===== src/rtl/alu_pkg.sv =====
// alu_pkg: shared widths, default ALU latency and FSM state encoding for alu_arbiter
package alu_pkg;
  localparam int OPCODE_SIZE = 3;
  localparam int DATA_SIZE = 8;
  localparam int ALU_LATENCY_DEF = 1;
  typedef enum logic [1:0] {IDLE = 2'd0, WAIT = 2'd1, RESP = 2'd2} state_t;
endpackage


===== src/rtl/rr_arbiter.sv =====
// rr_arbiter: combinational round-robin grant (lowest index at or after ptr wins) and next-pointer; ports req/ptr in, gnt/idx/ptr_nx out
module rr_arbiter #(
  parameter int NUM_REQ = 4
) (
  input  logic [NUM_REQ-1:0]         req,
  input  logic [$clog2(NUM_REQ)-1:0] ptr,
  output logic [NUM_REQ-1:0]         gnt,
  output logic [$clog2(NUM_REQ)-1:0] idx,
  output logic [$clog2(NUM_REQ)-1:0] ptr_nx
);
  localparam int IW = $clog2(NUM_REQ);
  always_comb begin
    idx = '0;
    // scan from farthest to nearest so the closest request at/after ptr is assigned last
    for (int k = NUM_REQ - 1; k >= 0; k--)
      if (req[(int'(ptr) + k) % NUM_REQ]) idx = IW'((int'(ptr) + k) % NUM_REQ);
    gnt = |req ? {{(NUM_REQ-1){1'b0}}, 1'b1} << idx : '0;
    ptr_nx = (idx == IW'(NUM_REQ - 1)) ? '0 : idx + 1'b1;
  end
endmodule


===== src/rtl/alu_arbiter.sv =====
// alu_arbiter: round-robin sharing of one external ALU among NUM_REQ requesters; ports clk/rst_n, req_* (valid/ready/func/data1/data2), resp_* (valid/ready/id/data), alu_* to/from the ALU, busy; grant_count only with ALU_ARB_STATS_EN
module alu_arbiter
  import alu_pkg::*;
#(
  parameter int NUM_REQ = 4,
  parameter int opcodeSize = OPCODE_SIZE,
  parameter int dataSize = DATA_SIZE,
  parameter int ALU_LATENCY = ALU_LATENCY_DEF
) (
  input  logic                          clk,
  input  logic                          rst_n,
  input  logic [NUM_REQ-1:0]            req_valid,
  output logic [NUM_REQ-1:0]            req_ready,
  input  logic [NUM_REQ*opcodeSize-1:0] req_func,
  input  logic [NUM_REQ*dataSize-1:0]   req_data1,
  input  logic [NUM_REQ*dataSize-1:0]   req_data2,
  output logic                          resp_valid,
  input  logic                          resp_ready,
  output logic [$clog2(NUM_REQ)-1:0]    resp_id,
  output logic [dataSize-1:0]           resp_data,
  output logic [opcodeSize-1:0]         alu_func,
  output logic [dataSize-1:0]           alu_data1,
  output logic [dataSize-1:0]           alu_data2,
  input  logic [dataSize-1:0]           alu_dataOut,
  output logic                          busy
`ifdef ALU_ARB_STATS_EN
  ,
  output logic [NUM_REQ*16-1:0]         grant_count
`endif
);
  localparam int IW = $clog2(NUM_REQ);
  state_t state, state_nx;
  logic [IW-1:0] ptr, gidx, ptr_nx;
  logic [NUM_REQ-1:0] gnt;
  logic [2:0] cnt;
  logic accept, wait_last;
  rr_arbiter #(.NUM_REQ(NUM_REQ)) u_rr (
    .req(req_valid),
    .ptr(ptr),
    .gnt(gnt),
    .idx(gidx),
    .ptr_nx(ptr_nx)
  );
  // rst_n gates accept so req_ready stays low while reset is held
  assign accept = rst_n && state == IDLE && |req_valid;
  assign wait_last = state == WAIT && cnt == 3'(ALU_LATENCY);
  assign req_ready = accept ? gnt : '0;
  assign resp_valid = state == RESP;
  assign busy = state != IDLE;
  always_comb begin
    state_nx = state;
    case (state)
      IDLE: state_nx = accept ? WAIT : IDLE;
      WAIT: state_nx = wait_last ? RESP : WAIT;
      RESP: state_nx = resp_ready ? IDLE : RESP;
      default: state_nx = IDLE;
    endcase
  end
  always_ff @(posedge clk or negedge rst_n) begin
    if (!rst_n) begin
      state <= IDLE;
      ptr <= '0;
      cnt <= '0;
      resp_id <= '0;
      resp_data <= '0;
      alu_func <= '0;
      alu_data1 <= '0;
      alu_data2 <= '0;
    end else begin
      state <= state_nx;
      if (accept) begin
        ptr <= ptr_nx;
        cnt <= '0;
        resp_id <= gidx;
        alu_func <= req_func[gidx*opcodeSize +: opcodeSize];
        alu_data1 <= req_data1[gidx*dataSize +: dataSize];
        alu_data2 <= req_data2[gidx*dataSize +: dataSize];
      end
      if (state == WAIT) cnt <= cnt + 3'd1;
      if (wait_last) resp_data <= alu_dataOut;
    end
  end
`ifdef ALU_ARB_STATS_EN
  always_ff @(posedge clk or negedge rst_n) begin
    if (!rst_n) grant_count <= '0;
    else
      for (int i = 0; i < NUM_REQ; i++)
        if (accept && gnt[i] && grant_count[i*16 +: 16] != 16'hFFFF)
          grant_count[i*16 +: 16] <= grant_count[i*16 +: 16] + 16'd1;
  end
`endif
endmodule


===== config.mk =====
export PLATFORM = sky130hd
export DESIGN_NAME = alu_arbiter
export DESIGN_NICKNAME = d
export VERILOG_FILES = /design/src/rtl/alu_pkg.sv /design/src/rtl/rr_arbiter.sv /design/src/rtl/alu_arbiter.sv
export SDC_FILE = /design/constraint.sdc
export NUM_CORES = 1
export LEC_CHECK = 0
export ABC_AREA = 1
export CORE_ASPECT_RATIO = 0.7
export CORE_MARGIN = 3
export CORE_UTILIZATION = 41
export CTS_BUF_LIST = sky130_fd_sc_hd__clkbuf_16
export DETAILED_ROUTE_END_ITERATION = 16
export PLACE_DENSITY = 0.84
export RECOVER_POWER = 50
export SYNTH_ARGS = -nofsm -noshare
export SYNTH_HDL_FRONTEND = slang
export SYNTH_SLANG_ARGS = --single-unit

===== constraint.sdc =====
create_clock -name clk -period 3 [get_ports clk]
set_input_delay 0.9 -clock clk [delete_from_list [all_inputs] [get_ports clk]]
set_output_delay 0.9 -clock clk [all_outputs]
set_load 0.02 [all_outputs]

After elaboration in Yosys (flattened, before gate mapping)
Cells that the tools add are included.
W data, S select, Z words.
{"block": "totals", "ramBits": 0, "romBits": 0, "out_inout_bits": 35, "latchBits": 0, "input_bits": 91, "regBits": 36, "memories": 0, "wordCells": 63}
{"block": "classes", "eq_ne": 4, "addsub": 5, "n_reduce_logical": 10, "shifts": 4, "bitwise": 3, "multipliers": 1, "muxes": 24, "div_mod_pow": 0, "n_lt_le_gt_ge": 4}
{"cell": "$shiftx A32 B6 Y8", "count": 2}
{"cell": "$mux W2", "count": 7}
{"cell": "$lt A3 B4 Y1 const B", "count": 3}
{"cell": "$shiftx A12 B5 Y3", "count": 1}
{"cell": "$bmux W1 S2", "count": 4}
{"cell": "$mux W1", "count": 8}
{"cell": "$mux W4", "count": 2}
{"cell": "$mux W3", "count": 2}
{"cell": "$pmux W2 S3", "count": 1}
{"cell": "$reduce_or A2 Y1", "count": 3}
{"cell": "$add A2 B1 Y2 const B", "count": 2}
{"cell": "$add A2 B2 Y2 const B", "count": 2}
{"cell": "$eq A2 B2 Y1 const B", "count": 2}
{"cell": "$mul A2 B2 Y4 const B", "count": 1}
{"cell": "$reduce_bool A2 Y1", "count": 2}
{"cell": "$reduce_or A4 Y1", "count": 1}
{"cell": "$shl A1 B2 Y4 const A", "count": 1}
{"cell": "$add A3 B1 Y3 const B", "count": 1}
{"cell": "$and A1 B1 Y1 const A", "count": 3}
{"cell": "$eq A3 B1 Y1 const B", "count": 1}
{"cell": "$logic_and A1 B1 Y1", "count": 3}
{"cell": "$lt A2 B3 Y1 const B", "count": 1}
{"cell": "$eq A2 B1 Y1 const B", "count": 1}
{"cell": "$logic_not A2 Y1", "count": 1}

Depth between registers and ports, before layout
Gate-level depths: netlist (run 1).
{"block": "logic_depth", "ltp_word": 13, "depth_mapped": 14, "depth_no_buf": 13}

Cells and area by module
A second synthesis (run 1) with hierarchy kept.
{"block": "unflattened", "cells_unflattened": 454, "area_unflattened_um2": 2755.1}
{"mod": "alu_arbiter", "area_per_inst_um2": 2442.3, "seq_area_each_um2": 900.9, "cells_each": 397, "n_inst": 1}
{"mod": "rr_arbiter", "area_per_inst_um2": 312.8, "seq_area_each_um2": 0.0, "cells_each": 57, "n_inst": 1}

Worst setup path before layout (run 1)
OpenSTA, ideal clock, no wires.
{"block": "synth_path", "path_type": "input -> output", "start": "in req_valid[3]", "end": "out req_ready[3]", "path_buffers": 1, "cell_stages": 12, "required_ns": 2.100, "arrival_time_ns": 2.101, "setup_slack_ns": -0.001, "path_cell_list": "inv_1 nand2_1 nand3_1 nand2_1 nand3_2 nand2_1 nand2_2 nand2_2 buf_2 ha_1 inv_1 nor2_1"}
{"block": "synth_between", "elab_chain_len": 10, "word_cells_on_any_way": 20, "cone_classes": "shift: 1; mux: 17; reduce/logical: 2"}
{"element": "start: declaration", "line": "alu_arbiter.sv:12", "rtl": "input logic [NUM_REQ-1:0] req_valid,"}
{"element": "$bmux W1 S2", "line": "rr_arbiter.sv:16", "rtl": "if (req[(int'(ptr) + k) % NUM_REQ]) idx = IW'((int'(ptr) + k) % NUM_REQ);"}
{"element": "$mux W1 (not written as such) (2 in a row)", "line": "rr_arbiter.sv:16"}
{"element": "$mux W2 (4 in a row)", "line": "rr_arbiter.sv:16"}
{"element": "$shl A1 B2 Y4", "line": "rr_arbiter.sv:17", "rtl": "gnt = |req ? {{(NUM_REQ-1){1'b0}}, 1'b1} << idx : '0;"}
{"element": "$mux W4", "line": "rr_arbiter.sv:17"}
{"element": "$mux W4 (*)", "line": "alu_arbiter.sv:47", "rtl": "assign req_ready = accept ? gnt : '0;"}
{"element": "end: declaration", "line": "alu_arbiter.sv:13", "rtl": "output logic [NUM_REQ-1:0] req_ready,"}
Every way passes the cells marked *; elsewhere a longest branch is shown, timed or not. The select of a mux whose other input is x is not followed.

Worst setup path in the final report (run 1)
{"block": "layout_path", "start": "in req_valid[3]", "end": "out req_ready[0]"}
The elaborated chain is that of the path after synthesis.

==> results of run 1 <==
[power groups by stage]
stage	Sequential (W)	Clock (W)	Combinational, W
2_1_floorplan	0.00110	0	0.00189
3_3_place_gp	0.000885	0	0.00313
4_1_cts	0.000892	0.000476	0.00334
6_report	0.000895	0.000471	0.00345
5_1_grt	0.000920	0.000502	0.00380
3_5_place_dp	0.000889	0	0.00321
[per-layer routing]
metal  vias up  global-route usage, %
met1      1400                  31.22
met4         0                  10.62
met3        29                  5.444
li1       1503                      -
met5         -                      0
met2       166                  38.41
[layout make-up]
class | count | area share (%)
clock buffer | 5 | 2.999
clock inverter | 2 | 0.1800
inverter | 94 | 8.458
multi-input combinational | 261 | 31.01
sequential | 36 | 21.60
tap | 75 | 2.250
timing repair buffer | 149 | 33.50
[cell families after synthesis]
kind of cell    share of synthesized area (%)
buf+inv                                 18.85
flops                                   34.45
compound gates                          2.057
fa+ha+maj                               1.436
xor+xnor                               0.6700
mux                                     3.445
simple gates                            39.09
[through the flow]
stage,area [sq um],worst slack [ns],instances,util [%],hold WS (ns)
after floorplan,2618,0.05895,412,-,0.4517
after global placement,3953,-0.7923,609,66.35,0.4642
after detailed placement,3953,-0.8747,609,66.35,0.4644
after CTS,4136,0.01280,620,69.44,0.4791
after global routing,4172,-0.01268,622,70.03,0.5088
final,4172,0.02577,622,70.03,0.4766
[layout by cell type, fill, tap and decap left out, types with 4 or more instances in the layout]
cell and count:
dfrtp_1 36, clkdlybuf4s50_1 115, o21ai_0 4, inv_2 6
inv_1 86, buf_4 25, nand3_1 78, nand2_1 132
mux2_2 8, nand2_2 9, clkinv_1 4, nand3_2 6
clkbuf_16 5, nor2_1 7
[final timing paths]
path,endpoint,cells after the start
setup / recovery,req_ready[0],12
hold / removal,alu_data2[1]$_DFFE_PN0P_,2
setup reg to reg,alu_func[0]$_DFFE_PN0P_,14
hold reg to reg,alu_data2[1]$_DFFE_PN0P_,2
max in group asynchronous,alu_data2[7]$_DFFE_PN0P_,2
min in group asynchronous,alu_data1[5]$_DFFE_PN0P_,2
[cells in the mapped netlist (all sizes together)]
library cell,instances
clkbuf,4
nor4,1
nor3,1
nand2,142
o22ai,1
clkinv,2
nor2,10
inv,92
ha,3
o21ai,6
o31ai,1
buf,17
nand3,84
xnor2,1
mux2,8
xor2,1
dfrtp,36
a21oi,2
[sequential cells by signal, summed over array words and instances, names as in the netlist]
signal / count
alu_data1: 8
alu_data2: 8
resp_data: 8
alu_func: 3
cnt: 3
ptr: 2
resp_id: 2
state: 2
[repair_timing]
item                       CTS  global route
cloned                       0             0
resized for setup           54            11
hold buffers                 0             0
pin swaps                   12            11
setup endpoints to repair    4             4
setup buffers                4             2
[worst max-delay path, stage by stage]
cell and delay [ns]:
buf_2 0.10, inv_2 0.05, o21ai_2 0.17, nand2_2 0.08, nand3_2 0.09, nand2_1 0.06
nand2_2 0.09, nand2_4 0.08, nor2_2 0.13, inv_2 0.06, nor2_1 0.10, buf_4 0.15
==> impl_metrics.json, run 1 <==
{
  "syn_inst": 412,
  "hp-start": "alu_data2[1]$_DFFE_PN0P_",
  "die-width_um": 101.5,
  "violations": "max-capacitance violations, max-slew violations",
  "antenna_found_initial": 0,
  "final_nets": 641,
  "fmax_ghz": 0.3362,
  "initial_utilization_pct": 43.90,
  "period_share_pct": 99.14,
  "arrival_ns": 2.07,
  "yosys-top-cells-area": "dfrtp_1 34%, nand2_1 20%, nand3_1 16%",
  "cts_num_sinks": 36,
  "wl_met1_um": 3800,
  "coreArea_sq_um": 5957,
  "cts_buffers": 5,
  "cap_violations": 1,
  "critPathKind": "in2out",
  "drc": 0,
  "synth.largest_area_cell": "dfrtp_1",
  "hpwl_um": 6618,
  "cts.reportedPaths.clkPinSlew_ns": 0.05,
  "p_comb_share_pct": 71.7,
  "critical_path_required_ns": 2.10,
  "grt.overflow.total": 0,
  "powerDensity_nw_per_um2": 1155,
  "dr_wl_met2_um": 3971,
  "area_delta_synth_final_pct": 59.52,
  "routed_via_density": 4.981,
  "ys_warn_count": 0,
  "seqPwrFrac_pct": 18.6,
  "relSlewSlack_pct": -28.50,
  "synth-seq-area-share_pct": 34.45,
  "regToRegSetupSlack_ns": 0.66,
  "final_antenna_net_count": 0,
  "finalPower_w": 0.004820,
  "ys_seq_elements": 36,
  "multi_input_area_sq_um": 1294,
  "drive_gt1_share_pct": 13.16,
  "min_path_type": "reg2reg",
  "grt_pass1_vias": 3116,
  "grt_max_degree": 39,
  "worstPathMaxFanout": 5,
  "h-tree-depth": 2,
  "cts_buffer_depth": 2,
  "nFillCells": 512,
  "die_h_um": 72.82,
  "clock_skew_ns": 0.004691,
  "dieArea_sq_um": 7388,
  "vias": 3098,
  "setup_viol": 0,
  "switchingPower_w": 0.002351,
  "register_area_sq_um": 900.9,
  "yosysTopAreaCellShare_pct": 34.45,
  "synth.avg_cell_area_sq_um": 6.347,
  "place_congestion": 0.8908,
  "routedWlPerCell_um": 14.17,
  "antenna_cells": 0,
  "synth_cell_types": 23,
  "p_int_w": 0.002469,
  "wl_um": 8814,
  "syn-cell-area_sq_um": 2615,
  "io-pin-count": 126,
  "clkPwrFrac_pct": 9.8,
  "wl_met3_um": 730,
  "cts_tree": "done",
  "hold_viol_final": 0,
  "first_pass_iters": 4,
  "top_layer_used": "met4",
  "port_buffers": 125,
  "switching_share_pct": 48.77,
  "startpoint_type": "primary input",
  "startpoint": "req_valid[3]",
  "fin_crit_ns": 2.974,
  "end_kind": "output pin",
  "leakagePower_nw": 2.266,
  "insertion_delay_ns": 0.27,
  "finalSetupTns_ns": 0,
  "root_buffer": "clkbuf_16",
  "slew_violations": 37,
  "outcome": "complete, but fails checks",
  "fp-row-count": 23,
  "rr_startpoint": "ptr[0]$_DFFE_PN0P_",
  "synthesis.nets": 506,
  "worst_pin_slew_ns": 1.927,
  "grt_pass1_wl_um": 14200,
  "grt_usage_pct": 24.00,
  "peakVddDrop_mv": 0.6117,
  "first_iter_violations": 161
}
(Power assumes the default switching activity.)
==> run 2, diff against run 1 <==
- CORE_ASPECT_RATIO: 0.7 -> 0.75
==> run 2 against run 1 <==
  * The run still ends with max-capacitance violations, max-slew violations left
  * Final area is 0.75% lower
  * Count of clock-buffer cells in the layout stayed put
  * Clock power is 4% higher
  * Sequential power is 0.4% lower
  * Setup slack better by 0.021 ns
  * Non-clock buffer count is 7 lower
  * First-iteration DRC count is 9.3% lower
  * Core utilization is 0.74 points lower
  * Maximum frequency is 0.72% higher
  * Sequential cell count stayed put
  * Global-route usage is 1.2 points lower
  * Critical path depth is 1 higher
==> impl_metrics.json, run 2 (synthesized netlist as in run 1, its figures left out) <==
{
  "cts_buffers": 5,
  "crit_family": "simple AND/OR/NAND/NOR gates",
  "nFillCells": 499,
  "clkPwrFrac_pct": 10.4,
  "place_congestion": 0.9225,
  "cpPeakStageDelay_ns": 0.13,
  "largestRegisters": "alu_data1 (8), alu_data2 (8), resp_data (8)",
  "insertion_delay_ns": 0.27,
  "worstReg2RegEnd": "alu_data1[5]$_DFFE_PN0P_",
  "vias": 2982,
  "area_delta_synth_final_pct": 58.33,
  "switchingPower_w": 0.002311,
  "drive_gt1_share_pct": 11.83,
  "grt_pass1_wl_um": 13670,
  "grt.overflow.total": 0,
  "initial_utilization_pct": 43.76,
  "antenna_found_initial": 0,
  "path_depth": 13,
  "die-width_um": 98.22,
  "grt_pass1_vias": 2974,
  "place_inst": 609,
  "register_area_sq_um": 900.9,
  "clock_skew_ns": 0.003092,
  "path_buf_inv": 4,
  "antenna_cells": 0,
  "reg2reg_depth": 16,
  "io-pin-count": 126,
  "final_area_sq_um": 4140,
  "fmax_ghz": 0.3386,
  "hp-start": "alu_data1[7]$_DFFE_PN0P_",
  "routed_via_density": 4.817,
  "final_cell_mix": "132 x nand2_1, 116 x clkdlybuf4s50_1, 87 x inv_1, 79 x nand3_1, 36 x dfrtp_1",
  "die_h_um": 75.17,
  "final_nets": 634,
  "cts_tree": "done",
  "peakVddDrop_mv": 0.4533,
  "startpoint": "req_valid[2]",
  "critical_path_required_ns": 2.10,
  "hold_viol_final": 0,
  "routedWlPerCell_um": 13.67,
  "relSlewSlack_pct": -25.69,
  "first_iter_violations": 146,
  "cts_num_sinks": 36,
  "fin_cells": 619,
  "cap_violations": 1,
  "cts_buffer_depth": 2,
  "rr_startpoint": "ptr[1]$_DFFE_PN0P_",
  "h-tree-depth": 2,
  "slew_violations": 37,
  "powerDensity_nw_per_um2": 1132,
  "startpoint_type": "primary input",
  "dieArea_sq_um": 7382,
  "first_pass_iters": 5,
  "regToRegSetupSlack_ns": 0.70,
  "postCtsHoldBufs": 0,
  "period_share_pct": 98.43,
  "final_util_pct": 69.28,
  "violations": "max-capacitance violations, max-slew violations",
  "coreArea_sq_um": 5976,
  "final_common_cell": "nand2_1",
  "final_antenna_net_count": 0,
  "min_path_type": "reg2reg",
  "root_buffer": "clkbuf_16",
  "wl_um": 8459,
  "multi_input_area_sq_um": 1309,
  "p_int_w": 0.002375,
  "postPlaceCellArea_sq_um": 3934,
  "grt_usage_pct": 22.84,
  "worstPathCellList": "buf_4 -> inv_2 -> nand2_2 -> nand3_2 -> nand2_2 -> nand3_2 -> nand2_2 -> nand2_2 -> nand2_4 -> ha_4 -> inv_1 -> nor2_2 -> buf_6",
  "finalPower_w": 0.004686,
  "arrival_ns": 2.05,
  "outcome": "complete, but fails checks",
  "switching_share_pct": 49.32,
  "worst_pin_slew_ns": 1.885,
  "p_comb_share_pct": 70.5,
  "drc": 0,
  "hpwl_um": 6303,
  "worstPathMaxFanout": 5,
  "seqPwrFrac_pct": 19.0,
  "critPathKind": "in2out",
  "end_kind": "output pin",
  "cpMostUsedCell": "nand2_2",
  "leakagePower_nw": 2.246,
  "fp-row-count": 24,
  "whs_ns": 0.4779,
  "hold_depth": 2,
  "crit_end": "req_ready[3]",
  "setup_viol": 0,
  "fin_crit_ns": 2.953,
  "cts.reportedPaths.clkPinSlew_ns": 0.06,
  "crit_path_top_delay_cell": "ha_4",
  "grt_max_degree": 39,
  "port_buffers": 125
}
[run 2: cell count changes in the layout (fill, tap and decap cells not counted), moves of 2 or more]
| cell | delta |
|---|---|
| nand2_4 | +2 |
| clkinv_2 | +2 |
| clkinv_1 | -2 |
| nor2_2 | -2 |
| nand3_2 | -2 |
| buf_4 | -8 |
| nand2_2 | -2 |
[run 2: worst min-delay path, delay by kind of cell (launching register included)]
| family | cells | cell delay [ns] |
|---|---|---|
| DFF | 1 | 0.34 |
| and+or+nand+nor | 2 | 0.10 |
[run 2: stage by stage]
| stage | setup slack, ns | TNS [ns] |
|---|---|---|
| 6_report | 0.04704 | 0 |
| 2_1_floorplan | 0.05895 | 0 |
| 3_5_place_dp | -0.8854 | -3.276 |
| 5_1_grt | -0.008179 | -0.008179 |
| 3_3_place_gp | -0.7615 | -2.907 |
| 4_1_cts | 0.0003482 | 0 |
[run 2: layout make-up]
class | count | area share [%]
Clock buffer | 5 | 3.022
Clock inverter | 3 | 0.3324
Inverter | 94 | 8.522
Multi-Input combinational cell | 261 | 31.61
Sequential cell | 36 | 21.76
Tap cell | 78 | 2.357
Timing Repair Buffer | 142 | 32.40
[run 2: power by group through the flow]
stage	clock [W]	combinational (W)	sequential, W
after floorplan	0	0.00189	0.00110
after global placement	0	0.00308	0.000879
after detailed placement	0	0.00315	0.000887
after CTS	0.000498	0.00324	0.000889
after global routing	0.000516	0.00364	0.000919
final	0.000489	0.00331	0.000891
[run 2: per-layer routing]
layer	up-vias	wire (um)	global-route usage, %
li1	1499	-	-
met1	1322	3535	29.47
met2	143	3971	39.29
met3	18	736	4.537
met4	0	216	7.576
met5	-	0	0
[run 2: worst min path at each step]
| stage | end |
|---|---|
| CTS | alu_data2[0]$_DFFE_PN0P_ |
| global placement | alu_data1[6]$_DFFE_PN0P_ |
| detailed placement | alu_data1[7]$_DFFE_PN0P_ |
| global route | state[1]$_DFF_PN0_ |
| floorplan | state[1]$_DFF_PN0_ |
| finish | alu_data1[7]$_DFFE_PN0P_ |
[run 2: timing repair]
action,in CTS,in global routing
pin swaps,9,10
gates resized for setup,51,16
setup buffers,1,1
setup endpoints to repair,4,4
cloned,0,0
==> run 3, diff against run 2 <==
- RECOVER_POWER: 50 -> unset
==> run 3 against run 2 <==
  * The run now ends clean
  * Clock power barely moved
  * Die area did not move
  * Sequential share of layout area fell by 0.066 points
  * Critical path type unchanged
==> impl_metrics.json, run 3 (synthesized netlist as in run 1, its figures left out) <==
{
  "fp-row-count": 24,
  "powerDensity_nw_per_um2": 1131,
  "startpoint_type": "primary input",
  "io-pin-count": 126,
  "place_congestion": 0.9225,
  "final_cell_mix": "132 x nand2_1, 116 x clkdlybuf4s50_1, 86 x inv_1, 79 x nand3_1, 36 x dfrtp_1",
  "hold_depth": 2,
  "multi_input_area_sq_um": 1309,
  "reg2reg_depth": 16,
  "slew_violations": 0,
  "cts_tree": "done",
  "hp-start": "alu_data2[0]$_DFFE_PN0P_",
  "p_comb_share_pct": 70.6,
  "fin_crit_ns": 2.951,
  "register_area_sq_um": 900.9,
  "largestRegisters": "alu_data1 (8), alu_data2 (8), resp_data (8)",
  "routedWlPerCell_um": 13.69,
  "first_pass_iters": 5,
  "die_h_um": 75.17,
  "rr_startpoint": "ptr[1]$_DFFE_PN0P_",
  "arrival_ns": 2.05,
  "switching_share_pct": 49.25,
  "leakagePower_nw": 2.259,
  "first_iter_violations": 132,
  "clock_skew_ns": 0.002205,
  "grt_pass1_wl_um": 13670,
  "pre_cts_ws_ns": -0.8854,
  "final_common_cell": "nand2_1",
  "switchingPower_w": 0.002312,
  "port_buffers": 125,
  "h-tree-depth": 2,
  "antenna_found_initial": 0,
  "finalSetupTns_ns": 0,
  "final_util_pct": 69.49,
  "p_int_w": 0.002383,
  "startpoint": "req_valid[2]",
  "outcome": "completed",
  "insertion_delay_ns": 0.27,
  "cts_buffers": 5,
  "hpwl_um": 6303,
  "initial_utilization_pct": 43.76,
  "vias": 3000,
  "drc": 0,
  "worst_pin_slew_ns": 0.4491,
  "routed_via_density": 4.847,
  "period_share_pct": 98.38,
  "cts_num_sinks": 36,
  "critPathKind": "in2out",
  "fmax_ghz": 0.3388,
  "grt_usage_pct": 22.84,
  "grt_max_degree": 39,
  "area_delta_synth_final_pct": 58.80,
  "end_kind": "output pin",
  "cts_buffer_depth": 2,
  "antenna_cells": 0,
  "root_buffer": "clkbuf_16",
  "die-width_um": 98.22,
  "finalPower_w": 0.004696,
  "drive_gt1_share_pct": 12.75,
  "min_path_type": "reg2reg",
  "critical_path_required_ns": 2.10,
  "relSlewSlack_pct": 70.06,
  "cts.reportedPaths.clkPinSlew_ns": 0.05,
  "worst_slack_ns": 0.04874,
  "setup_viol": 0,
  "grt_pass1_vias": 2974,
  "worstPathMaxFanout": 5,
  "grt.overflow.total": 0,
  "final_nets": 634,
  "dieArea_sq_um": 7382,
  "wl_um": 8474,
  "cap_violations": 0,
  "coreArea_sq_um": 5976,
  "seqPwrFrac_pct": 19.0,
  "hold_viol_final": 0,
  "peakVddDrop_mv": 0.4546,
  "final_antenna_net_count": 0,
  "nFillCells": 494,
  "clkPwrFrac_pct": 10.4
}
[run 3: changes by cell type in the layout (fill, tap and decap cells not counted)]
cell and delta:
inv_1 -1, buf_2 +1, inv_2 +1, clkbuf_1 -4, buf_4 +3
[run 3: power by group through the flow]
stage	Clock, W	Combinational [W]	Sequential (W)
4_1_cts	0.000498	0.00324	0.000889
3_3_place_gp	0	0.00308	0.000879
5_1_grt	0.000516	0.00365	0.000919
3_5_place_dp	0	0.00315	0.000887
2_1_floorplan	0	0.00189	0.00110
6_report	0.000488	0.00332	0.000892
[run 3: routing by layer]
metal	GRT usage (%)	share of wire, %	vias up
met5	0	0	-
met3	4.537	8.8	18
li1	-	-	1497
met2	39.29	47	149
met1	29.47	42	1336
met4	7.576	2.5	0
[run 3: final timing paths]
check                      slack [ns]                       end
hold / removal                   0.48  alu_data2[0]$_DFFE_PN0P_
setup reg to reg                 0.69  alu_data2[4]$_DFFE_PN0P_
hold reg to reg                  0.48  alu_data2[0]$_DFFE_PN0P_
max in group asynchronous        2.00   alu_func[1]$_DFFE_PN0P_
setup / recovery                 0.05              req_ready[3]
min in group asynchronous        0.68  resp_data[1]$_DFFE_PN0P_
[run 3: critical path: stages]
cell     delay, ns
buf_4         0.10
inv_2         0.04
nand2_2       0.07
nand3_2       0.09
nand2_2       0.08
nand3_2       0.10
nand2_2       0.09
nand2_2       0.07
nand2_4       0.11
ha_4          0.13
inv_1         0.04
nor2_2        0.10
buf_6         0.12
[run 3: layout make-up]
class | count | share of cell area, %
clock buffer | 5 | 3.013
clock inverter | 3 | 0.3314
inverter | 94 | 8.497
multi-input combinational | 261 | 31.52
sequential | 36 | 21.69
tap | 78 | 2.350
timing repair buffer | 142 | 32.60
[run 3: stage by stage]
stage | cells | cell area [sq um] | hold slack, ns
final | 619 | 4153 | 0.4760
after CTS | 618 | 4110 | 0.4794
after global placement | 609 | 3934 | 0.4630
after global routing | 619 | 4153 | 0.4888
after detailed placement | 609 | 3934 | 0.4641
after floorplan | 412 | 2618 | 0.4517
[run 3: repair_timing]
action / in CTS / in global routing
resized for setup: 51 / 16
setup endpoints to repair: 4 / 4
hold buffers: 0 / 0
cloned: 0 / 0
setup buffers: 1 / 1
pin swaps: 9 / 10
